[src/rtl/vend_stock_ctrl.sv]
// Inventory controller in front of a 4x4-bit stock RAM: seeds the slots after
// reset, then serves vend (read-check-decrement-write) and restock (read-add-saturate-write).
`timescale 1ns/1ps
module vend_stock_ctrl #(
  parameter logic [3:0] INIT_STOCK = 4'd5,
  parameter logic [3:0] MAX_STOCK  = 4'd15
) (
  input  logic       clk,
  input  logic       rst_n,
  input  logic [1:0] sel,
  input  logic       vend_req,
  input  logic       restock_req,
  input  logic [3:0] restock_qty,
  output logic       mem_we,
  output logic       mem_re,
  output logic [1:0] mem_addr,
  output logic [3:0] mem_wdata,
  input  logic [3:0] mem_rdata,
  output logic       busy,
  output logic       vend_ok,
  output logic       sold_out,
  output logic       restock_done,
  output logic [3:0] stock_out
);

  typedef enum logic [2:0] {
    S_INIT, S_IDLE, S_READ, S_CHECK, S_WRITE
  } state_t;

  state_t     state_q;
  logic [1:0] cnt_q;
  logic [1:0] sel_q;
  logic       op_vend_q;
  logic [3:0] qty_q;
  logic [3:0] new_q;
  logic       vend_ok_q, sold_out_q, restock_done_q;
  logic [3:0] stock_q;

  // Sum is formed at 5 bits so an overflow clamps instead of wrapping.
  function automatic logic [3:0] sat_add(input logic [3:0] a, input logic [3:0] b);
    logic [4:0] s;
    s = {1'b0, a} + {1'b0, b};
    if (s > {1'b0, MAX_STOCK}) return MAX_STOCK;
    return s[3:0];
  endfunction

  always_ff @(posedge clk or negedge rst_n) begin
    if (!rst_n) begin
      state_q        <= S_INIT;
      cnt_q          <= 2'd0;
      sel_q          <= 2'd0;
      op_vend_q      <= 1'b0;
      qty_q          <= 4'd0;
      new_q          <= 4'd0;
      vend_ok_q      <= 1'b0;
      sold_out_q     <= 1'b0;
      restock_done_q <= 1'b0;
      stock_q        <= 4'd0;
    end else begin
      vend_ok_q      <= 1'b0;
      sold_out_q     <= 1'b0;
      restock_done_q <= 1'b0;
      case (state_q)
        S_INIT: begin
          cnt_q <= cnt_q + 2'd1;
          if (cnt_q == 2'd3) state_q <= S_IDLE;
        end
        S_IDLE: begin
          if (vend_req || restock_req) begin
            sel_q     <= sel;
            op_vend_q <= vend_req;
            qty_q     <= restock_qty;
            state_q   <= S_READ;
          end
        end
        S_READ: state_q <= S_CHECK;
        S_CHECK: begin
          if (op_vend_q) begin
            if (mem_rdata == 4'd0) begin
              sold_out_q <= 1'b1;
              stock_q    <= 4'd0;
              state_q    <= S_IDLE;
            end else begin
              new_q     <= mem_rdata - 4'd1;
              stock_q   <= mem_rdata - 4'd1;
              vend_ok_q <= 1'b1;
              state_q   <= S_WRITE;
            end
          end else begin
            new_q          <= sat_add(mem_rdata, qty_q);
            stock_q        <= sat_add(mem_rdata, qty_q);
            restock_done_q <= 1'b1;
            state_q        <= S_WRITE;
          end
        end
        S_WRITE: state_q <= S_IDLE;
        default: state_q <= S_INIT;
      endcase
    end
  end

  // RAM strobes are gated by rst_n so an abort never leaks a write.
  assign mem_we    = rst_n && ((state_q == S_INIT) || (state_q == S_WRITE));
  assign mem_re    = rst_n && (state_q == S_READ);
  assign mem_addr  = (state_q == S_INIT) ? cnt_q : sel_q;
  assign mem_wdata = (state_q == S_INIT) ? (rst_n ? INIT_STOCK : 4'd0) : new_q;
  assign busy      = (state_q != S_IDLE);

  assign vend_ok      = vend_ok_q;
  assign sold_out     = sold_out_q;
  assign restock_done = restock_done_q;
  assign stock_out    = stock_q;

endmodule

[config.mk]
export PLATFORM = sky130hd
export DESIGN_NAME = vend_stock_ctrl
export DESIGN_NICKNAME = d
export VERILOG_FILES = /design/src/rtl/vend_stock_ctrl.sv
export SDC_FILE = /design/constraint.sdc
export NUM_CORES = 1
export LEC_CHECK = 0
export CAP_MARGIN = 20
export CORE_MARGIN = 2
export CORE_UTILIZATION = 31
export CTS_CLUSTER_SIZE = 12
export DETAILED_ROUTE_END_ITERATION = 7
export PLACE_DENSITY = 0.59
export SYNTH_ARGS = -nofsm -noshare
export SYNTH_HDL_FRONTEND = slang
export SYNTH_SLANG_ARGS = --single-unit
[constraint.sdc]
create_clock -name clk -period 1.55 [get_ports clk]
set_clock_uncertainty 0.05 [all_clocks]
set_input_delay 0.31 -clock clk [delete_from_list [all_inputs] [get_ports clk]]
set_output_delay 0.31 -clock clk [all_outputs]
set_load 0.01 [all_outputs]
==> qor.csv <==
metric,value,unit
status,"complete, but fails checks",
violations,negative setup slack,
die_area,0.00471,mm^2
min_path_type,input pin to async pin,
crit_required,1.19,ns
postSynthCellCount,128,
fmax,540,MHz
cts_hold_buf,0,
synth_fa_ha_area_share,7.34,%
power.switching,0.00167,W
synth-xor-area-share,0.676,%
synth_top_family_by_area,simple AND/OR/NAND/NOR gates,
worstSkewPairLatency,0.26,ns
cp.arrival,1.49,ns
synth_warnings,0,
cts_buffer_depth,2,
max_cap_viol_count,0,
dp.cells,228,
drtAntennaViolNets,0,
io_buffers,29,
peakVddDrop,0.964,mV
yosys.area_share.simple,17.9,%
fp.dieH,68.6,um
rows,23,
utilization,53.8,%
synth.area.mux_share,9.57,%
power_density,2040,mW/mm^2
fillers,348,
fin_tns_setup,-3.59,ns
min_period_over_period,119,%
worst_slew_pin_slew,0.426,ns
grt_max_degree,19,
grt_pass1_vias,1240,
fin_ws,-0.301,ns
dr.first_iter.drc_count,27,
hpwl,2470,um
drc,0,
cts_buffers,3,
die_w,68.6,um
layout_common_cells,"buf_4, dfrtp_1, buf_6, clkdlybuf4s50_1, mux2_4",
synth_area_per_cell,10.1,um^2
rsz0062_at_grt,yes,
hold_slack,0.226,ns
finalSetupViolCount,21,
cts_tree,built,
ios,30,
drive_gt1_share,42.9,%
final_common_cell,buf_4,
wl,3570,um
yosysSeqAreaShare,44.4,%
areaGrowthSynthToFinish,66.3,%
p_leak,1.02,nW
yosys.cell_types.count,41,
slew_violations,0,
comb_power_share,65.7,%
synth_top_area_share,44.4,%
synth_top_cell_by_area,dfrtp_1,
cp_max_fo,3,
antenna_found_initial,0,
final_cells,241,
path_clk_slew,0.08,ns
syn_area,0.00129,mm^2
p_sw_share,37.9,%
coreArea,0.00400,mm^2
htree_levels,1,
start_util,32.4,%
end_kind,output pin,
p_seq_share,25.8,%
power.total,0.00440,W
synth_compound_area_share,15.7,%
wl_per_cell,14.8,um
crit_type,flip-flop to output pin,
layout.nets,213,
clock-root-buffer,clkbuf_8,
grt_first_pass_wirelength,5840,um
finalCriticalPeriod,1.85,ns
synth_nets,149,
viasPerCell,5.00,
synth_area_leaders,"dfrtp_1, mux2_1, ha_1",
clkSinkCount,23,
startpoint_type,flip-flop,
timing.final.hold_violations,0,
ys_seq_elements,23,
track_usage,16.6,%
grt-ovfl-total,0,
p_int,0.00273,W
globalplace.congestion,0.810,
power_frac_clock,8.6,%
dr_total_vias,1204,
drt-pass1-iter-count,5,
slew_headroom,71.4,%
antennaDiodeCount,0,
-- state kept, by name (all words and copies together) (netlist names) --
signal        flops
new_q             4
qty_q             4
stock_out         4
state_q           3
cnt_q             2
sel_q             2
op_vend_q         1
restock_done      1
sold_out          1
vend_ok           1
-- what timing repair did --
action | 4_1_cts | 5_1_grt
buffers inserted | 5 | 6
endpoints found under the hold margin | 0 | 0
gates resized for setup | 69 | 26
endpoints found under the setup margin | 25 | 29
pin swaps | 8 | 17
-- critical path, stage by stage, from the launching register on --
cell,delay (ns)
dfrtp_1,0.42
nor3_4,0.25
buf_6,0.14
mux2_4,0.30
buf_6,0.12
-- kinds of logic (layout without fill, tap and decap cells) --
| family | Yosys count | after routing |
|---|---|---|
| AND/OR/NAND/NOR | 40 | 40 |
| XOR/XNOR | 1 | 1 |
| multiplexers | 11 | 11 |
| flip-flops | 23 | 23 |
| AO/OA/AOI/OAI | 31 | 31 |
| buffers and inverters | 15 | 78 |
| adder cells (fa/ha/maj) | 7 | 7 |
-- Yosys cell counts --
| cell | number |
|---|---|
| ha_1 | 6 |
| clkbuf_1 | 4 |
| nand4b_1 | 1 |
| nor4b_1 | 1 |
| a2111oi_2 | 1 |
| buf_2 | 1 |
| nor2_1 | 8 |
| mux2_1 | 11 |
| nand2_1 | 9 |
| nand2b_1 | 2 |
| o31ai_1 | 4 |
| a31oi_1 | 1 |
| nor3b_1 | 2 |
| fa_1 | 1 |
| nand4bb_1 | 1 |
| or4_4 | 1 |
| nor4_1 | 1 |
| nor3_1 | 3 |
| nand3b_1 | 1 |
| nor2_2 | 1 |
| or2b_1 | 1 |
| a22oi_1 | 1 |
| o21a_1 | 1 |
| inv_1 | 9 |
| a221oi_1 | 1 |
| dfrtp_1 | 23 |
| nor2b_1 | 4 |
| nor3_2 | 1 |
| o41ai_1 | 1 |
| o211ai_1 | 1 |
| o21ai_0 | 6 |
| o21ai_1 | 1 |
| o311ai_0 | 1 |
| or3_1 | 1 |
| a21o_1 | 2 |
| and3b_1 | 1 |
| a211oi_1 | 1 |
| and2b_1 | 1 |
| xor2_1 | 1 |
| inv_2 | 1 |
| a21oi_1 | 9 |
-- path summary, 6_finish.rpt --
path	cells after the start	end	start	slack, ns
worst max-delay path	4	mem_addr[0]	state_q[0]	-0.30
worst min-delay path	2	state_q[2]	rst_n	0.23
worst min register to register	2	new_q[3]	new_q[3]	0.44
max in group asynchronous	2	op_vend_q	rst_n	0.91
min in group clk	2	new_q[3]	new_q[3]	0.44
worst max register to register	8	stock_out[1]	qty_q[0]	-0.23
-- stage by stage --
step,worst slack [ns],instance area (um^2)
2_1_floorplan,-0.0230,1340
3_3_place_gp,-0.555,1860
3_5_place_dp,-0.614,1860
4_1_cts,-0.316,2010
5_1_grt,-0.363,2150
6_report,-0.301,2150
-- area by class of cell --
| class | count | area (um^2) | area share, % |
|---|---|---|---|
| well taps | 50 | 62.6 | 2.91 |
| flip-flops and latches | 23 | 577 | 26.8 |
| clock buffers | 4 | 45.0 | 2.09 |
| repair buffers | 64 | 582 | 27.0 |
| multi-input cells | 90 | 850 | 39.5 |
| inverters | 10 | 37.5 | 1.74 |
-- layer usage --
metal  wire [um]  GRT usage, %
met1        1570          21.7
met2        1790          27.5
met3         116          2.11
met4          97          6.75
met5           0             0
-- power by group through the flow --
stage	clock network [W]	registers [W]	logic, W
finish	0.000376	0.00113	0.00289
global route	0.000405	0.00117	0.00312
CTS	0.000379	0.00111	0.00258
detailed placement	0	0.00111	0.00225
global placement	0	0.00110	0.00220
floorplan	0	0.00105	0.00128
No activity file was read; power rests on OpenSTA's default activity.
